### src/rtl/quad_enc_pkg.sv
// Shared types for the quadrature encoder emulator: phase encoding, channel
// FSM states and the command record handed from the decoder to each channel.
package quad_enc_pkg;

    localparam int unsigned CMD_CNT_W = 32;
    localparam int unsigned CMD_PRD_W = 32;

    typedef logic [1:0] phase_t;   // {A, B}

    typedef enum logic {
        IDLE,
        RUN
    } ch_state_t;

    // Fields are sized for the widest supported build; channels use the low bits.
    typedef struct packed {
        logic                 ccw;
        logic [CMD_CNT_W-1:0] steps;
        logic [CMD_PRD_W-1:0] qprd;
    } enc_cmd_t;

    function automatic phase_t next_phase(input phase_t ph, input logic ccw);
        phase_t nxt;
        if (!ccw) begin
            case (ph)
                2'b00:   nxt = 2'b10;
                2'b10:   nxt = 2'b11;
                2'b11:   nxt = 2'b01;
                default: nxt = 2'b00;
            endcase
        end else begin
            case (ph)
                2'b00:   nxt = 2'b01;
                2'b01:   nxt = 2'b11;
                2'b11:   nxt = 2'b10;
                default: nxt = 2'b00;
            endcase
        end
        return nxt;
    endfunction

endpackage

### src/rtl/quad_enc_ch.sv
// One encoder channel: command latch, edge-spacing timer, step counter,
// phase register and signed position counter.
module quad_enc_ch
    import quad_enc_pkg::*;
#(
    parameter int unsigned CNT_W = 16,
    parameter int unsigned PRD_W = 16,
    parameter int unsigned POS_W = 32
) (
    input  logic             clk,
    input  logic             rst_n,
    input  logic             start,
    input  logic             abort,
    input  enc_cmd_t         cmd,
    output phase_t           phase,
    output logic             busy,
    output logic             done,
    output logic [POS_W-1:0] pos
);

    ch_state_t        state_q, state_d;
    phase_t           phase_q, phase_d;
    logic [POS_W-1:0] pos_q, pos_d;
    logic [CNT_W-1:0] steps_q, steps_d;
    logic [PRD_W-1:0] timer_q, timer_d;
    logic [PRD_W-1:0] qprd_q, qprd_d;
    logic [PRD_W-1:0] qprd_in;
    logic             ccw_q, ccw_d;
    logic             cont_q, cont_d;
    logic             done_q, done_d;
    logic             unused_cmd;

    assign unused_cmd = ^cmd;

    always_comb begin
        state_d = state_q;
        phase_d = phase_q;
        pos_d   = pos_q;
        steps_d = steps_q;
        timer_d = timer_q;
        qprd_d  = qprd_q;
        ccw_d   = ccw_q;
        cont_d  = cont_q;
        done_d  = 1'b0;
        qprd_in = cmd.qprd[PRD_W-1:0];
        if (qprd_in == '0) begin
            qprd_in = PRD_W'(1);
        end

        case (state_q)
            IDLE: begin
                if (start) begin
                    ccw_d   = cmd.ccw;
                    steps_d = cmd.steps[CNT_W-1:0];
                    cont_d  = (cmd.steps[CNT_W-1:0] == '0);
                    qprd_d  = qprd_in;
                    timer_d = qprd_in - PRD_W'(1);
                    state_d = RUN;
                end
            end
            RUN: begin
                // Abort outranks an edge scheduled for the same cycle.
                if (abort) begin
                    state_d = IDLE;
                end else if (timer_q == '0) begin
                    phase_d = next_phase(phase_q, ccw_q);
                    pos_d   = ccw_q ? pos_q - POS_W'(1) : pos_q + POS_W'(1);
                    timer_d = qprd_q - PRD_W'(1);
                    if (!cont_q) begin
                        steps_d = steps_q - CNT_W'(1);
                        if (steps_q == CNT_W'(1)) begin
                            done_d  = 1'b1;
                            state_d = IDLE;
                        end
                    end
                end else begin
                    timer_d = timer_q - PRD_W'(1);
                end
            end
            default: state_d = IDLE;
        endcase
    end

    always_ff @(posedge clk) begin
        if (!rst_n) begin
            state_q <= IDLE;
            phase_q <= '0;
            pos_q   <= '0;
            steps_q <= '0;
            timer_q <= '0;
            qprd_q  <= '0;
            ccw_q   <= 1'b0;
            cont_q  <= 1'b0;
            done_q  <= 1'b0;
        end else begin
            state_q <= state_d;
            phase_q <= phase_d;
            pos_q   <= pos_d;
            steps_q <= steps_d;
            timer_q <= timer_d;
            qprd_q  <= qprd_d;
            ccw_q   <= ccw_d;
            cont_q  <= cont_d;
            done_q  <= done_d;
        end
    end

    assign phase = phase_q;
    assign busy  = (state_q == RUN);
    assign done  = done_q;
    assign pos   = pos_q;

endmodule

### src/rtl/quad_enc_gen.sv
// Multi-channel quadrature encoder emulator: decodes the shared command port,
// applies per-channel back-pressure and fans out to CH independent channels.
module quad_enc_gen
    import quad_enc_pkg::*;
#(
    parameter  int unsigned CH    = 2,
    parameter  int unsigned CNT_W = 16,
    parameter  int unsigned PRD_W = 16,
    parameter  int unsigned POS_W = 32,
    localparam int unsigned CH_W  = (CH > 1) ? $clog2(CH) : 1
) (
    input  logic                  clk,
    input  logic                  rst_n,
    input  logic                  cmd_valid,
    output logic                  cmd_ready,
    input  logic [CH_W-1:0]       cmd_ch,
    input  logic                  cmd_abort,
    input  logic                  cmd_ccw,
    input  logic [CNT_W-1:0]      cmd_steps,
    input  logic [PRD_W-1:0]      cmd_qprd,
    output logic [CH-1:0]         enc_a,
    output logic [CH-1:0]         enc_b,
    output logic [CH-1:0]         busy,
    output logic [CH-1:0]         done,
    output logic [CH*POS_W-1:0]   pos
);

    logic     ch_ok;
    logic     busy_sel;
    logic     accept;
    enc_cmd_t cmd_s;

    always_comb begin
        busy_sel = 1'b0;
        for (int unsigned i = 0; i < CH; i++) begin
            if (cmd_ch == CH_W'(i)) begin
                busy_sel = busy[i];
            end
        end
    end

    // Out-of-range channels are accepted so a stray command cannot wedge the port.
    assign ch_ok     = ({1'b0, cmd_ch} < (CH_W + 1)'(CH));
    assign cmd_ready = !ch_ok || cmd_abort || !busy_sel;
    assign accept    = cmd_valid && cmd_ready;

    always_comb begin
        cmd_s       = '0;
        cmd_s.ccw   = cmd_ccw;
        cmd_s.steps = CMD_CNT_W'(cmd_steps);
        cmd_s.qprd  = CMD_PRD_W'(cmd_qprd);
    end

    for (genvar g = 0; g < CH; g++) begin : g_ch
        phase_t phase;
        logic   sel;

        assign sel = accept && ch_ok && (cmd_ch == CH_W'(g));

        quad_enc_ch #(
            .CNT_W (CNT_W),
            .PRD_W (PRD_W),
            .POS_W (POS_W)
        ) u_ch (
            .clk   (clk),
            .rst_n (rst_n),
            .start (sel && !cmd_abort),
            .abort (sel && cmd_abort),
            .cmd   (cmd_s),
            .phase (phase),
            .busy  (busy[g]),
            .done  (done[g]),
            .pos   (pos[g*POS_W +: POS_W])
        );

        assign enc_a[g] = phase[1];
        assign enc_b[g] = phase[0];
    end

endmodule
### config.mk
export PLATFORM = sky130hd
export DESIGN_NAME = quad_enc_gen
export DESIGN_NICKNAME = d
export VERILOG_FILES = /design/src/rtl/quad_enc_pkg.sv /design/src/rtl/quad_enc_ch.sv /design/src/rtl/quad_enc_gen.sv
export SDC_FILE = /design/constraint.sdc
export NUM_CORES = 1
export LEC_CHECK = 0
export ABC_AREA = 1
export CORE_MARGIN = 1.5
export CORE_UTILIZATION = 30
export CTS_BUF_LIST = sky130_fd_sc_hd__clkbuf_2
export DETAILED_ROUTE_END_ITERATION = 10
export MAX_ROUTING_LAYER = met4
export PLACE_DENSITY = 0.6
export SYNTH_ARGS = -nofsm -noshare
export SYNTH_HDL_FRONTEND = slang
export SYNTH_HIERARCHICAL = 1
export SYNTH_SLANG_ARGS = --single-unit
### constraint.sdc
create_clock -name clk -period 2.5 [get_ports clk]
set_input_delay 0.625 -clock clk [delete_from_list [all_inputs] [get_ports clk]]
set_output_delay 0.625 -clock clk [all_outputs]
set_load 0.03 [all_outputs]
==> metrics.cfg, run 1 <==
[place]
post_dp_cell_area_sq_um=15000
gp_routability_congestion=0.938
buffer_ports.inserted=110
place_worst_setup_slack_ns=-0.284
dp_hpwl_um=32300
dp_cells=2692

[clock_network]
tritoncts_num_sinks=172
path_clk_slew_ns=0.27
cts-buffers-inserted=17
clock_root_buffer=sky130_fd_sc_hd__clkbuf_2
clk-insertion-delay-late_ns=1.05
cts_max_path_buffers=2
cts_tree=yes
ctsHtreeMaxLevel=4

[timing]
finalCritPeriodShare_pct=96.8
max_clock_freq_mhz=413
post-route-worst-setup-slack_ns=0.0808
worst_clock_skew_ns=0.0685
number_of_setup_violations_in_the_final_report=0
timing_worst_slew_pin_value_ns=0.785
unrepaired_setup_endpoints_after_global_routing=true
finalHoldViolations=0
final.min_clock_period_ns=2.42
slew_headroom_pct=47.7
final-max-slew-violation-count=0

[setup_path]
critical_path.startpoint_type=register
worstSetupEndpointType=primary output
critical_path_start_end_classification=reg2out
critical_path_buf_inv_count=2
worstPathMaxFanout=2
worst_path_largest_cell_delay_ns=0.43
path_delay_family=flip-flops
cp_cell_instances=nand2_2 -> inv_2 -> o21ai_2 -> buf_6
worst_ep_arrival_time_ns=1.79
cp_data_required_time_ns=1.88
critPathSlowestCell=sky130_fd_sc_hd__dfxtp_4

[grt]
grt_max_degree=35
grt_antenna_before_repair=1
first_global_vias=12900
grt-ovfl-total=0
grt_pass1_wl_um=68300
grt_use_total_pct=20.1

[detailed_routing]
vias=13700
firstDrtPassIters=7
initialDrtViolationCount=989
route.detailed.vias_per_inst=4.98
totalWireLength_um=42600
final_antenna_net_count=0
route.detailed.wl_per_inst_um=15.5
post-route-drc-count=0

[job]
max-cap-violations=0

[floorplan]
boundaryPins=111
full_die_area_sq_um=44000
die_width_um=210
std_cell_rows=75
floorplan.initialDensity_pct=30.5
die-height_um=210
core_sq_um=42000

[logic_synthesis]
syn_area_per_cell_sq_um=6.36
syn-num-nets=2120
synth.yosys.warnings=6
cell_area_after_technology_mapping_sq_um=12800
cell_count_after_synthesis=2014

[final_layout]
finish.utilization_pct=37.1
final_cell_count_no_fill=2754
layout.cell_area.non_filler_sq_um=15600
final_layout_size_suffix_gt1_share_pct=17.3
design.final.nets=2307
fillerInstances=4526
areaGrowthSynthToFinish_pct=21.7

[power_and_ir_drop]
power.switching_fraction_pct=37.8
combinationalPowerShare_pct=27.5
leakage_nw=7.42
internal-power_mw=4.01
peakVddDrop_v=0.000206
p_per_area_nw_per_um2=413
p_sw_mw=2.44
power.share.sequential_pct=46.4
p_clk_share_pct=26.0

[run_status]
status=completed

[min_path]
class_of_the_tightest_hold_or_removal_check=in2reg

[through the flow]
| step | power (mW) | hold slack, ns | TNS (ns) |
|---|---|---|---|
| 3_3_place_gp | 4.75 | 0.454 | -1.62 |
| 4_1_cts | 6.52 | 0.0526 | -0.187 |
| 6_report | 6.45 | 0.223 | 0 |
| 2_1_floorplan | 4.20 | 0.445 | 0 |
| 3_5_place_dp | 4.77 | 0.457 | -2.37 |
| 5_1_grt | 6.83 | 0.127 | -0.136 |
[repair_timing]
| item | 4_1_cts | 5_1_grt |
|---|---|---|
| hold endpoints to repair | 19 | 0 |
| gates resized for setup | 385 | 11 |
| gates cloned | 2 | 0 |
| setup buffers | 24 | 3 |
| pin swaps | 2 | 2 |
| endpoints found under the setup margin | 73 | 15 |
| hold buffers | 1 | 0 |
[worst register-to-register path, cell delays in order, from the launching register on]
cell	delay, ns
sky130_fd_sc_hd__dfxtp_4	0.42
sky130_fd_sc_hd__buf_12	0.16
sky130_fd_sc_hd__ha_1	0.41
sky130_fd_sc_hd__nand2_1	0.16
sky130_fd_sc_hd__o21ai_0	0.34
sky130_fd_sc_hd__a21oi_1	0.07
sky130_fd_sc_hd__nand2_1	0.21
sky130_fd_sc_hd__nand2_1	0.08
sky130_fd_sc_hd__nand2_1	0.10
sky130_fd_sc_hd__xor2_1	0.27
sky130_fd_sc_hd__o21bai_1	0.10
sky130_fd_sc_hd__inv_1	0.06
[placed cells by master (no fill, tap or decap), drive strengths merged, types with 35 or more instances in the layout]
cell type,count
a21oi,172
buf,161
clkdlybuf4s50,36
dfxtp,172
ha,66
inv,271
nand2,461
nand3,139
nor2,265
o21ai,170
xor2,35
[power by group through the flow]
stage	Clock (mW)	Combinational [mW]	Sequential, mW
after floorplan	0	1.13	3.07
after global placement	0	1.70	3.05
after detailed placement	0	1.72	3.05
after CTS	1.77	1.76	2.99
after global routing	1.85	1.97	3.01
final	1.68	1.78	2.99
[registers in the layout, summed over array words and instances, names as in the netlist]
name	count
g_ch.u_ch/phase	4
g_ch.u_ch/ccw_q	2
g_ch.u_ch/cont_q	2
g_ch.u_ch/timer_q	32
g_ch.u_ch/steps_q	32
g_ch.u_ch/busy	2
g_ch.u_ch/qprd_q	32
g_ch.u_ch/pos	64
g_ch.u_ch/done	2
[routing by layer]
| metal | track usage, % | up-vias | part of all wire, % |
|---|---|---|---|
| li1 | - | 7007 | - |
| met1 | 26.0 | 6323 | 47 |
| met2 | 31.1 | 339 | 45 |
| met3 | 3.23 | 58 | 5.2 |
| met4 | 8.48 | 0 | 2.9 |
| met5 | - | - | 0 |
[path summary, 6_finish.rpt]
kind	start	endpoint	slack, ns	cells past startpoint
max	g_ch[1].u_ch/busy	cmd_ready	0.08	4
min reg2reg	g_ch[0].u_ch/qprd_q[3]	g_ch[0].u_ch/qprd_q[3]	0.48	2
max reg2reg	g_ch[0].u_ch/ccw_q	g_ch[0].u_ch/pos[21]	0.10	11
min	cmd_qprd[11]	g_ch[0].u_ch/qprd_q[11]	0.22	3
[area by class of cell]
| type | instances | area (sq um) | area share (%) |
|---|---|---|---|
| tap | 539 | 674 | 4.32 |
| sequential | 172 | 3560 | 22.8 |
| multi-input combinational | 1510 | 8060 | 51.7 |
| inverter | 268 | 1010 | 6.48 |
| clock inverter | 15 | 164 | 1.05 |
| timing repair buffer | 232 | 2040 | 13.1 |
| antenna | 1 | 2.50 | 0.0160 |
| clock buffer | 17 | 85.1 | 0.545 |
Power figures use the tool's default switching activity.
==> run 2: changes to the inputs <==
--- a/config.mk
+++ b/config.mk
@@ -6,12 +6,15 @@
 export NUM_CORES = 1
 export LEC_CHECK = 0
 export ABC_AREA = 1
+export ABC_CLOCK_PERIOD_IN_PS = 2500
+export CAP_MARGIN = 10
 export CORE_MARGIN = 1.5
 export CORE_UTILIZATION = 30
 export CTS_BUF_LIST = sky130_fd_sc_hd__clkbuf_2
 export DETAILED_ROUTE_END_ITERATION = 10
 export MAX_ROUTING_LAYER = met4
 export PLACE_DENSITY = 0.6
+export SKIP_LAST_GASP = 1
 export SYNTH_ARGS = -nofsm -noshare
 export SYNTH_HDL_FRONTEND = slang
 export SYNTH_HIERARCHICAL = 1
==> run 2 against run 1 <==
Net effect:
- highest routed layer unchanged
- sequential cell count unchanged
- core utilization is essentially flat
- maximum frequency shrank 0.54%
- register-to-register slack improved by 0.03 ns
- critical path type unchanged
- hold slack worse by 0.011 ns
- critical endpoint unchanged
- wire length about the same
- via count down 0.15%
- sequential share of layout area about the same
- worst setup slack worse by 0.013 ns
- first-iteration DRC count rose by 9.9%
==> metrics.cfg, run 2 (synthesis results as in run 1) <==
[setup_path]
startpoint=g_ch[1].u_ch/busy  ; unchanged
critical_path_start_end_classification=reg2out  ; unchanged
critical_path.startpoint_type=register  ; unchanged
worstPathMaxFanout=2  ; unchanged
regToRegStartpoint=g_ch[0].u_ch/ccw_q  ; unchanged
cp_data_required_time_ns=1.88  ; about the same
worstSetupEndpointType=primary output  ; unchanged
worst_ep_arrival_time_ns=1.81  ; was 1.79 ns

[timing]
final-max-slew-violation-count=0  ; unchanged
post-route-worst-setup-slack_ns=0.0676  ; was 0.0808 ns
max_clock_freq_mhz=411  ; was 413 MHz
final.min_clock_period_ns=2.43  ; was 2.42 ns
worst_clock_skew_ns=0.0655  ; was 0.0685 ns
slew_headroom_pct=47.0  ; was 47.7%
finalHoldViolations=0  ; unchanged
number_of_setup_violations_in_the_final_report=0  ; unchanged
unrepaired_setup_endpoints_after_global_routing=true  ; unchanged
timing_worst_slew_pin_value_ns=0.795  ; was 0.785 ns
setup_tns_final_ns=0  ; unchanged
timing.hold.ws_ns=0.212  ; was 0.223 ns
finalCritPeriodShare_pct=97.3  ; was 96.8%

[clock_network]
tritoncts_num_sinks=172  ; unchanged
clock_root_buffer=sky130_fd_sc_hd__clkbuf_2  ; unchanged
cts_tree=yes  ; unchanged
clk-insertion-delay-late_ns=1.05  ; about the same
ctsHtreeMaxLevel=4  ; unchanged
cts_max_path_buffers=2  ; unchanged
cts-buffers-inserted=17  ; unchanged
path_clk_slew_ns=0.27  ; about the same

[final_layout]
final_layout_size_suffix_gt1_share_pct=17.3  ; about the same
final_cell_count_no_fill=2755  ; was 2,754
layout.cell_area.non_filler_sq_um=15600  ; about the same
finish.utilization_pct=37.1  ; about the same
areaGrowthSynthToFinish_pct=21.8  ; was 21.7%
final_common_cell=sky130_fd_sc_hd__nand2_1  ; unchanged
design.final.nets=2308  ; was 2,307
final_cell_mix=sky130_fd_sc_hd__nand2_1, sky130_fd_sc_hd__inv_1, sky130_fd_sc_hd__nor2_1, sky130_fd_sc_hd__a21oi_1, sky130_fd_sc_hd__o21ai_0  ; unchanged
largest_reg_flops=64  ; unchanged

[power_and_ir_drop]
leakage_nw=7.42  ; about the same
p_per_area_nw_per_um2=413  ; about the same
total_power_mw=6.45  ; about the same
internal-power_mw=4.01  ; about the same
power.share.sequential_pct=46.4  ; about the same
p_sw_mw=2.44  ; about the same
combinationalPowerShare_pct=27.5  ; about the same
peakVddDrop_v=0.000208  ; was 0.000206 V
p_clk_share_pct=26.1  ; was 26.0%
power.switching_fraction_pct=37.9  ; was 37.8%

[floorplan]
floorplan.initialDensity_pct=30.5  ; unchanged
core_sq_um=42000  ; unchanged
boundaryPins=111  ; unchanged
die-height_um=210  ; unchanged
die_width_um=210  ; unchanged
std_cell_rows=75  ; unchanged
full_die_area_sq_um=44000  ; unchanged

[detailed_routing]
final_antenna_net_count=0  ; unchanged
dr_wl_met2_um=19200  ; about the same
vias=13700  ; about the same
firstDrtPassIters=7  ; unchanged
initialDrtViolationCount=1087  ; was 989
route.layer.met1.wl_um=20100  ; was 20,000 um
post-route-drc-count=0  ; unchanged
maxUsedRoutingLayer=met4  ; unchanged
route.detailed.wl_per_inst_um=15.5  ; about the same
totalWireLength_um=42700  ; was 42,600 um
dr_wl_met3_um=2160  ; was 2240 um
route.detailed.vias_per_inst=4.98  ; about the same

[grt]
grt_pass1_wl_um=68300  ; about the same
grt_max_degree=35  ; unchanged
grt_use_total_pct=20.1  ; about the same
grt-ovfl-total=0  ; unchanged
first_global_vias=12900  ; about the same
grt_antenna_before_repair=1  ; unchanged

[job]
max-cap-violations=0  ; unchanged

[min_path]
hp-start=cmd_qprd[11]  ; unchanged
class_of_the_tightest_hold_or_removal_check=in2reg  ; unchanged

[place]
dp_hpwl_um=32300  ; unchanged
place_worst_setup_slack_ns=-0.284  ; unchanged
buffer_ports.inserted=110  ; unchanged
dp_cells=2692  ; unchanged
post_dp_cell_area_sq_um=15000  ; unchanged
gp_routability_congestion=0.938  ; unchanged

[run_status]
status=completed  ; unchanged

run 2: area by class of cell:
type                            count  area (sq um)
Inverter                          268          1010
Fill cell                        4526         26400
Tap cell                          539           674
Sequential cell                   172          3560
Multi-Input combinational cell   1510          8060
Clock buffer                       17          85.1
Clock inverter                     15           164
Antenna cell                        1          2.50
Timing Repair Buffer              233          2050
run 2: timing repair:
action / in CTS / in global routing
hold buffers: 1 / 0
buffers inserted: 24 / 4
gates cloned: 2 / 0
pin swaps: 2 / 2
hold endpoints to repair: 19 / 0
setup endpoints to repair: 73 / 16
gates resized for setup: 381 / 15
run 2: power groups by stage:
stage | Clock [mW] | Sequential, mW | Combinational (mW)
6_report | 1.68 | 2.99 | 1.78
5_1_grt | 1.85 | 3.01 | 1.97
4_1_cts | 1.77 | 2.99 | 1.76
3_5_place_dp | 0 | 3.05 | 1.72
3_3_place_gp | 0 | 3.05 | 1.70
2_1_floorplan | 0 | 3.07 | 1.13
run 2: final timing paths:
kind / to / slack, ns / cells past startpoint
worst max-delay path: cmd_ready / 0.07 / 4
worst min-delay path: g_ch[0].u_ch/qprd_q[11] / 0.21 / 3
worst max register to register: g_ch[0].u_ch/pos[21] / 0.13 / 11
worst min register to register: g_ch[0].u_ch/qprd_q[3] / 0.48 / 2
run 2: worst max-delay path, cell delays in order (launching register included):
cell	delay (ns)
sky130_fd_sc_hd__dfxtp_4	0.43
sky130_fd_sc_hd__nand2_2	0.06
sky130_fd_sc_hd__inv_2	0.04
sky130_fd_sc_hd__o21ai_2	0.14
sky130_fd_sc_hd__buf_6	0.14
run 2: per-layer routing:
layer,vias to the layer above,global-route usage [%]
met3,56,3.23
li1,7012,-
met2,339,31.1
met4,0,8.48
met5,-,-
met1,6300,26.0
==> run 3: changes to the inputs <==
--- a/config.mk
+++ b/config.mk
@@ -9,11 +9,12 @@
 export ABC_CLOCK_PERIOD_IN_PS = 2500
 export CAP_MARGIN = 10
 export CORE_MARGIN = 1.5
-export CORE_UTILIZATION = 30
+export CORE_UTILIZATION = 45
 export CTS_BUF_LIST = sky130_fd_sc_hd__clkbuf_2
 export DETAILED_ROUTE_END_ITERATION = 10
+export GPL_TIMING_DRIVEN = 1
 export MAX_ROUTING_LAYER = met4
-export PLACE_DENSITY = 0.6
+export PLACE_DENSITY = 0.78
 export SKIP_LAST_GASP = 1
 export SYNTH_ARGS = -nofsm -noshare
 export SYNTH_HDL_FRONTEND = slang
==> run 3 against run 2 <==
Net effect:
- first-iteration DRC count increased by 14%
- sequential share of layout area increased by 0.27 points
- sequential power about the same
- sequential cell count unchanged
- register-to-register slack improved by 0.04 ns
- clock skew decreased by 0.012 ns
- critical path depth increased by 8
- wire length decreased by 10%
- largest power group unchanged
- highest routed layer unchanged
==> metrics.cfg, run 3 (synthesis results as in run 1) <==
[timing]
timing_worst_slew_pin_value_ns=0.681  ; was 0.795 ns
number_of_setup_violations_in_the_final_report=0  ; unchanged
final-max-slew-violation-count=0  ; unchanged
slew_headroom_pct=54.2  ; was 47.0%
final.min_clock_period_ns=2.33  ; was 2.43 ns
timing.hold.ws_ns=0.185  ; was 0.212 ns
worst_clock_skew_ns=0.0540  ; was 0.0655 ns
unrepaired_setup_endpoints_after_global_routing=true  ; unchanged
setup_tns_final_ns=0  ; unchanged
finalCritPeriodShare_pct=93.0  ; was 97.3%
max_clock_freq_mhz=430  ; was 411 MHz
finalHoldViolations=0  ; unchanged

[clock_network]
clock_root_buffer=sky130_fd_sc_hd__clkbuf_2  ; unchanged
postCtsHoldBufs=0  ; was 1
cts_max_path_buffers=2  ; unchanged
cts-buffers-inserted=17  ; unchanged
ctsHtreeMaxLevel=4  ; unchanged
clk-insertion-delay-late_ns=0.79  ; was 1.05 ns
path_clk_slew_ns=0.28  ; was 0.27 ns
cts_tree=yes  ; unchanged
tritoncts_num_sinks=172  ; unchanged

[grt]
first_global_vias=13000  ; was 12,900
grt-ovfl-total=0  ; unchanged
grt_antenna_before_repair=1  ; unchanged
grt_max_degree=51  ; was 35
grt_pass1_wl_um=62800  ; was 68,300 um
grt_use_total_pct=27.2  ; was 20.1%

[setup_path]
cp_data_required_time_ns=3.23  ; was 1.88 ns
regToRegSetupSlack_ns=0.17  ; was 0.13 ns
critical_path_buf_inv_count=1  ; was 2
path_common_cell=sky130_fd_sc_hd__nand2_1
regToRegStartpoint=g_ch[0].u_ch/ccw_q  ; unchanged
worstPathMaxFanout=33  ; was 2
worstSetupEndpointType=register  ; was primary output
timing.reg2reg.worst_path_depth=12  ; was 11
critical_path.reg2reg.endpoint=g_ch[0].u_ch/pos[31]  ; was g_ch[0].u_ch/pos[21]
worst_ep_arrival_time_ns=3.06  ; was 1.81 ns
critical_path.startpoint_type=register  ; unchanged
critPathSlowestCell=sky130_fd_sc_hd__dfxtp_2  ; was sky130_fd_sc_hd__dfxtp_4
cp_cell_instances=buf_12 -> ha_1 -> nand2_1 -> o21ai_0 -> a21oi_1 -> o21ai_1 -> nand2_1 -> nand2_1 -> nand2_1 -> nand2_1 -> nand2_1 -> a21oi_1  ; was nand2_2 -> inv_2 -> o21ai_2 -> buf_6
startpoint=g_ch[0].u_ch/ccw_q  ; was g_ch[1].u_ch/busy
worst_path_largest_cell_delay_ns=0.40  ; was 0.43 ns
critical_path_start_end_classification=reg2reg  ; was reg2out
setup_crit_end=g_ch[0].u_ch/pos[31]  ; was cmd_ready
path_delay_family=compound AO/OA/AOI/OAI gates  ; was flip-flops
crit_cells=12  ; was 4

[final_layout]
design.final.nets=2270  ; was 2,308
final_layout_size_suffix_gt1_share_pct=9.60  ; was 17.3%
final_cell_count_no_fill=2556  ; was 2,755
final_common_cell=sky130_fd_sc_hd__nand2_1  ; unchanged
areaGrowthSynthToFinish_pct=16.7  ; was 21.8%
fillerInstances=2813  ; was 4,526
final_cell_mix=sky130_fd_sc_hd__nand2_1, sky130_fd_sc_hd__inv_1, sky130_fd_sc_hd__nor2_1, sky130_fd_sc_hd__dfxtp_1, sky130_fd_sc_hd__a21oi_1  ; was sky130_fd_sc_hd__nand2_1, sky130_fd_sc_hd__inv_1, sky130_fd_sc_hd__nor2_1, sky130_fd_sc_hd__a21oi_1, sky130_fd_sc_hd__o21ai_0
layout.cell_area.non_filler_sq_um=15000  ; was 15,600 sq um
largest_reg_flops=64  ; unchanged

[floorplan]
full_die_area_sq_um=29500  ; was 44,000 sq um
core_sq_um=27900  ; was 42,000 sq um
boundaryPins=111  ; unchanged
die_width_um=172  ; was 210 um
std_cell_rows=61  ; was 75
die-height_um=172  ; was 210 um
floorplan.initialDensity_pct=45.9  ; was 30.5%

[detailed_routing]
totalWireLength_um=38400  ; was 42,700 um
route.detailed.wl_per_inst_um=15.0  ; was 15.5 um
vias=13900  ; was 13,700
final_antenna_net_count=0  ; unchanged
initialDrtViolationCount=1238  ; was 1,087
post-route-drc-count=0  ; unchanged
route.detailed.vias_per_inst=5.44  ; was 4.98
firstDrtPassIters=8  ; was 7

[job]
max-cap-violations=0  ; unchanged

[place]
dp_cells=2521  ; was 2,692
dp_hpwl_um=29700  ; was 32,300 um
post_dp_cell_area_sq_um=14800  ; was 15,000 sq um
gp_routability_congestion=1.01  ; was 0.938
buffer_ports.inserted=110  ; unchanged

[min_path]
class_of_the_tightest_hold_or_removal_check=in2reg  ; unchanged
hp-start=rst_n  ; was cmd_qprd[11]

[power_and_ir_drop]
peakVddDrop_v=0.000241  ; was 0.000208 V
leakage_nw=7.44  ; was 7.42 nW
total_power_mw=6.25  ; was 6.45 mW
p_per_area_nw_per_um2=418  ; was 413 nW/um^2

[run_status]
status=completed  ; unchanged

-- run 3: changes by cell type in the layout (fill, tap and decap cells not counted), moves of 3 or more --
cell	previous run	this run
sky130_fd_sc_hd__dfxtp_4	13	0
sky130_fd_sc_hd__buf_12	10	7
sky130_fd_sc_hd__clkdlybuf4s18_2	8	0
sky130_fd_sc_hd__clkdlybuf4s15_2	24	0
sky130_fd_sc_hd__o21ai_0	154	157
sky130_fd_sc_hd__clkinv_4	4	1
sky130_fd_sc_hd__dfxtp_2	51	4
sky130_fd_sc_hd__dlygate4sd2_1	0	68
sky130_fd_sc_hd__buf_2	38	0
sky130_fd_sc_hd__dlymetal6s2s_1	0	3
sky130_fd_sc_hd__inv_6	3	6
sky130_fd_sc_hd__buf_4	111	80
sky130_fd_sc_hd__dfxtp_1	108	168
-- run 3: where the power goes --
part           total, mW  leakage (nW)  switching, mW  internal [mW]
Clock               1.55         0.143           1.15          0.408
Combinational       1.69          5.90           1.09          0.600
Sequential          3.00          1.40          0.118           2.89
Total               6.25          7.44           2.35           3.89
-- run 3: worst min path at each step --
stage	end	slack, ns	depth (start not counted)
after floorplan	g_ch[1].u_ch/qprd_q[4]	0.44	2
after global placement	g_ch[0].u_ch/qprd_q[6]	0.45	2
after detailed placement	g_ch[0].u_ch/qprd_q[3]	0.46	2
after CTS	g_ch[1].u_ch/timer_q[4]	0.11	3
after global routing	g_ch[1].u_ch/timer_q[6]	0.13	3
final	g_ch[1].u_ch/timer_q[7]	0.18	3
-- run 3: routing by layer --
layer	part of all wire, %	up-vias	track usage, %	wire [um]
met4	2.9	0	9.38	1100
met2	46	484	44.9	17800
li1	-	6957	-	-
met5	0	-	-	0
met1	45	6374	34.4	17200
met3	5.9	93	3.08	2280
-- run 3: area by class of cell --
type | instances | area, sq um | share of cell area (%)
Tap cell | 378 | 473 | 3.16
Clock buffer | 18 | 90.1 | 0.602
Antenna cell | 1 | 2.50 | 0.0167
Multi-Input combinational cell | 1510 | 8040 | 53.8
Sequential cell | 172 | 3450 | 23.1
Inverter | 268 | 1010 | 6.74
Timing Repair Buffer | 195 | 1750 | 11.7
Clock inverter | 14 | 150 | 1.00
-- run 3: metrics by stage --
| step | worst slack [ns] | util [%] |
|---|---|---|
| floorplan | 0.200 | - |
| global route | -0.0130 | 53.5 |
| CTS | -0.137 | 53.4 |
| detailed placement | -0.278 | 52.8 |
| global placement | -0.247 | 52.8 |
| finish | 0.174 | 53.5 |
-- run 3: repair_timing --
item                                    4_1_cts  5_1_grt
resized for setup                            70        8
pin swaps                                     0        1
gates cloned                                  0        0
hold endpoints to repair                      0        0
setup buffers                                 0        2
endpoints found under the setup margin       70       12
-- run 3: tightest hold or removal path: cells and delay by family --
family	cells	cell delay [ns]
compound gates	2	0.14
buf+inv	1	0.17
==> RTL change 1 (config.mk and constraints of run 2) <==
`PRD_W` is set to 16 in 2 places; all go to 32.
--- a/src/rtl/quad_enc_ch.sv
+++ b/src/rtl/quad_enc_ch.sv
@@ -4,7 +4,7 @@
     import quad_enc_pkg::*;
 #(
     parameter int unsigned CNT_W = 16,
-    parameter int unsigned PRD_W = 16,
+    parameter int unsigned PRD_W = 32,
     parameter int unsigned POS_W = 32
 ) (
     input  logic             clk,
--- a/src/rtl/quad_enc_gen.sv
+++ b/src/rtl/quad_enc_gen.sv
@@ -5,7 +5,7 @@
 #(
     parameter  int unsigned CH    = 2,
     parameter  int unsigned CNT_W = 16,
-    parameter  int unsigned PRD_W = 16,
+    parameter  int unsigned PRD_W = 32,
     parameter  int unsigned POS_W = 32,
     localparam int unsigned CH_W  = (CH > 1) ? $clog2(CH) : 1
 ) (
Interface: changed (resized cmd_qprd); port bits go from 111 to 127. The function was not compared with the original's and may differ.
==> RTL change 1 against run 2 <==
Setup slack got worse by 0.054 ns; first-iteration DRC count rose by 2.4%; global-route usage fell by 0.13 points; wire length rose by 31%; critical path depth rose by 1; final area rose by 37%; sequential cell count rose by 64; total power rose by 45%; largest cell class unchanged; cell count rose by 42%; synthesized area rose by 30%; critical endpoint unchanged.
==> RTL change 1: results (changes against run 2) <==
The average wire per standard cell was 14.2 um (-8.1%). The minimum period implied by the final worst setup slack is 2.49 ns (+0.0536 ns). The wire length of the first global-routing pass is 89,200 um (+31%). Clock tree synthesis selected as its root buffer the cell clkbuf_2.

The type of the most critical hold path is input pin to register. The initial antenna violation count is 5 (+4). The setup slack of the most critical reg-to-reg path came out at 0.10 ns (-0.03 ns). The placer congestion estimate came out at 0.940 (+0.27%). The via count of the first global-routing pass came to 17.1k (+33%). The clock edge transition at the registers on the reported setup and hold paths is 0.11 ns (-0.16 ns). The count of nets after finishing came to 3,224 (+40%). The TritonCTS buffer count came out at 76 (+59). The insertion delay of the later-clocked pin in the worst-skew pair is 1.03 ns (-0.02 ns). The flow ran to the end, and the final reports show no timing, DRC or antenna violations. The data arrival time of the worst path came out at 1.86 ns (+0.05 ns). The final worst clock skew came out at 0.0737 ns (+0.00821 ns).

The count of TritonRoute iterations in the first routing pass came out at 5 (-2). The via count of the routed design is 18.1k (+32%). The worst-case reg-to-reg path depth was 12 (+1). The total of warnings raised by yosys came to 6 (unchanged). The leakage dissipation came out at 0.0102 uW (+38%).

The final hold slack is 0.281 ns (+0.0693 ns). The share of layout cells above drive strength 1 was 17.5% (+0.24 points). The pin count of the biggest net entering global routing came to 96 (+170%). The total of fill cells in the finished design is 5,981 (+32%). The maximum buffer depth of the clock tree is 3 (+1). The count of input and output buffers came out at 126 (+15%).

The highest ir drop seen on vdd was 0.229 mV (+9.9%). The net count after synthesis is 2,883 (+36%). The number of DRC violations after detailed-routing iteration 0 is 1,113 (+2.4%). The worst-case setup slack after placement is -0.547 ns (-0.264 ns). The number of cells traversed by the worst hold path is 3 (unchanged). The largest fanout on the critical path came out at 3 (+1). The global-route total usage across every layer is 20.0% (-0.13 points).

The H-tree level count is 3 (-1). The HPWL after detailed placement came out at 41,400 um (+28%). The relative slew slack is 55.6% (+8.6 points).
## RTL change 1: changes by cell type in the layout (fill, tap and decap cells not counted), sizes merged, moves of 16 or more
cell and delta:
a21oi +23, a31oi +18, buf +87, clkbuf +95, clkdlybuf4s15 +25, clkdlybuf4s50 +16, clkinv +18, dfxtp +64
inv +88, nand2 +284, nand3 -24, nor2 +219, nor3 -17, o21ai +36
## RTL change 1: metal layers
| layer | part of all wire, % | track usage [%] |
|---|---|---|
| met2 | 45 | 31.3 |
| met5 | 0 | - |
| met1 | 47 | 25.5 |
| met4 | 2.6 | 7.38 |
| met3 | 5.3 | 3.79 |
## RTL change 1: layout make-up
type	instances	area, um^2	share of cell area, %
Clock buffer	109	546	2.55
Tap cell	748	936	4.38
Inverter	359	1350	6.33
Clock inverter	27	138	0.644
Antenna cell	5	12.5	0.0585
Sequential cell	236	4750	22.2
Timing Repair Buffer	356	3240	15.2
Multi-Input combinational cell	2073	10400	48.6
## RTL change 1: worst paths after layout
| path | from | end |
|---|---|---|
| worst max-delay path | g_ch[0].u_ch/busy$_SDFF_PN0_ | cmd_ready |
| worst min register to register | g_ch[1].u_ch/qprd_q[27]$_SDFFE_PN0P_ | g_ch[1].u_ch/qprd_q[27]$_SDFFE_PN0P_ |
| worst min-delay path | cmd_steps[2] | g_ch[0].u_ch/steps_q[2]$_SDFFE_PN0P_ |
| worst max register to register | g_ch[1].u_ch/ccw_q$_SDFFE_PN0P_ | g_ch[1].u_ch/pos[28]$_SDFFE_PN0P_ |
## RTL change 1: critical path, stage by stage (launching register included)
cell     delay (ns)
dfxtp_4        0.37
buf_8          0.12
inv_4          0.04
nor2_2         0.03
o21ai_2        0.13
buf_6          0.16
## RTL change 1: where the power goes
group,switching [uW],leakage (uW),internal [uW]
clock network,1960,0.000521,1280
registers,134,0.00193,3930
logic,1220,0.00778,831
total,3310,0.0102,6040
## RTL change 1: repair_timing
| item | 4_1_cts | 5_1_grt |
|---|---|---|
| hold buffers | 1 | 0 |
| gates cloned | 1 | 2 |
| setup buffers | 3 | 10 |
| resized for setup | 259 | 98 |
| endpoints found under the setup margin | 73 | 67 |
| endpoints found under the hold margin | 3 | 0 |
| pin swaps | 1 | 13 |
## RTL change 1: through the flow
step                      cells  TNS [ns]  cell area, um^2  util (%)
after CTS                  3896    -0.526            21000      38.1
after global routing       3913    -0.393            21400      38.9
after global placement     3755    -16.81            20200      36.8
final                      3913         0            21400      38.9
after floorplan            2761         0            16700         -
after detailed placement   3755    -18.73            20200      36.8
==> RTL change 2 (settings of run 2) <==
Without the edit above. Reset style: asynchronous (`rst_n`), changed in one clocked block.
--- a/src/rtl/quad_enc_ch.sv
+++ b/src/rtl/quad_enc_ch.sv
@@ -81,7 +81,7 @@
         endcase
     end
 
-    always_ff @(posedge clk) begin
+    always_ff @(posedge clk or negedge rst_n) begin
         if (!rst_n) begin
             state_q <= IDLE;
             phase_q <= '0;
Behaviour: differs if rst_n is asserted again (counterexample within 4 cycles, from zero or initial values and one cycle with rst_n low); with rst_n held inactive, the same outputs for 4 cycles.
==> RTL change 2 against run 2 <==
Setup slack better by 0.00078 ns; synthesized area is 0.90% lower; final area is 0.14% higher; wire length is 8.4% lower; first-iteration DRC count is 23% lower; sequential cell count stayed put; largest cell class unchanged.
Power is not compared: it rests on default switching activity, and its combinational part moved more than twofold at a synthesized area within 25%.
==> RTL change 2: results (changes against run 2) <==
The worst-case setup slack after placement is -0.134 ns (+0.150 ns). The origin of the critical flop-to-flop path is g_ch[0].u_ch/ccw_q$_DFFE_PN0P_. The initial antenna violation count is 2 (+1). The highest ir drop seen on vdd is 0.408 mV.

The average wire per standard cell came out at 15.0 um (-3.0%). The H-tree level count came to 4 (unchanged). The setup slack of the most critical reg-to-reg path came out at 0.08 ns (-0.05 ns). The detail-routed via count per cell came to 4.97 (-0.15%). The cell count after placement was 2,554 (-5.1%). The maximum buffer depth of the clock tree is 2 (unchanged). The number of DRC violations after detailed-routing iteration 0 is 834 (-23%).

The total met2 wirelength after detailed routing came to 17,800 um (-7.2%). The placed instance area was 0.0151 mm^2 (+0.44%). The global-route total usage across every layer is 18.6% (-1.6 points). The count of TritonRoute iterations in the first routing pass came out at 5 (-2). In this run the critical register-to-register path is captured at g_ch[0].u_ch/pos[29]$_DFFE_PN0P_.

The wire length of the first global-routing pass came out at 63,800 um (-6.6%). The met3 global-route usage is 3.11% (-0.12 points). The HPWL after detailed placement is 30,100 um (-6.7%). The total of fill cells in the finished design is 4,401 (-2.8%). The total of warnings raised by yosys is 6 (unchanged). The share of layout cells above drive strength 1 is 12.9% (-4.4 points).

The flip-flop count of the largest register, all copies and words added came out at 64 (unchanged). The analysis attributes to cell leakage a power of about 0.0076 uW. The global routing met1 resource utilization is 24.8% (-1.3 points).

The insertion delay of the later-clocked pin in the worst-skew pair came out at 0.85 ns (-0.20 ns). The largest fanout on the critical path came out at 4 (+2). The TritonCTS buffer count came out at 17 (unchanged).

The uppermost signal routing layer after detailed routing is met4. The relative slew slack came out at 60.6% (+14 points). The net count after synthesis came to 1,950 (-8.0%). The count of nets after finishing came out at 2,153 (-6.7%).

The detailed-routing wirelength on met1 is 18,900 um (-5.7%). The wire length on met3 is 1670 um (-23%). The clock edge transition at the registers on the reported setup and hold paths was 0.27 ns (about the same). The final hold slack came out at 0.215 ns (+0.00246 ns).

The post-layout utilization of the core is 37.3% (+0.22 points). The pin count of the biggest net entering global routing came out at 55 (+57%). The via count of the first global-routing pass was 12.4k (-3.5%). The worst-case reg-to-reg path depth came out at 12 (+1).

The data arrival time of the worst path came out at 1.81 ns (about the same). The sum of routed wire length over all layers came out at 39,100 um (-8.4%). The final worst clock skew came to 0.0481 ns (-0.0174 ns). The average cell area after synthesis is 6.89 um^2 (+8.2%). The type of the most critical hold path is input pin to async pin. The run finished with clean final reports.

The placer congestion estimate is 0.951 (+1.4%). The buffer type at the clock tree root is clkbuf_2. The count of input and output buffers is 110 (unchanged). The met2 demand-to-capacity share in global routing is 29.1% (-2.0 points).
## RTL change 2: where the power goes
group          internal (uW)  total (uW)  switching [uW]  leakage, uW
logic                   3830        9740            5910      0.00541
registers               3580        4190             612      0.00202
clock network            575        1670            1100     0.000150
## RTL change 2: worst max path at each step
| stage | from | to | slack [ns] | cells past startpoint |
|---|---|---|---|---|
| final | g_ch[0].u_ch/busy$_DFF_PN0_ | cmd_ready | 0.07 | 4 |
| after global routing | g_ch[0].u_ch/busy$_DFF_PN0_ | cmd_ready | -0.11 | 4 |
| after CTS | g_ch[1].u_ch/busy$_DFF_PN0_ | cmd_ready | -0.03 | 4 |
| after detailed placement | cmd_qprd[12] | g_ch[1].u_ch/timer_q[10]$_DFFE_PN0P_ | -0.13 | 15 |
| after global placement | cmd_qprd[12] | g_ch[1].u_ch/timer_q[10]$_DFFE_PN0P_ | -0.08 | 15 |
| after floorplan | g_ch[0].u_ch/ccw_q$_DFFE_PN0P_ | g_ch[0].u_ch/pos[20]$_DFFE_PN0P_ | 0.25 | 12 |
## RTL change 2: layout make-up
| cell class | instances | area share [%] |
|---|---|---|
| multi-input cells | 1455 | 49.4 |
| flip-flops and latches | 172 | 27.6 |
| repair buffers | 229 | 12.8 |
| well taps | 539 | 4.32 |
| inverters | 172 | 4.19 |
| clock inverters | 13 | 1.04 |
| clock buffers | 19 | 0.608 |
| diodes | 3 | 0.0480 |
## RTL change 2: critical path, cell delays in order, from the launching register on
cell and delay (ns):
dfrtp_2 0.52, inv_2 0.08, nor2_2 0.04, o21ai_1 0.13
buf_4 0.17
## RTL change 2: timing repair
item,in CTS,in global routing
endpoints found under the hold margin,113,0
hold buffers,1,0
pin swaps,1,6
setup buffers,6,7
setup endpoints to repair,77,56
gates resized for setup,86,94
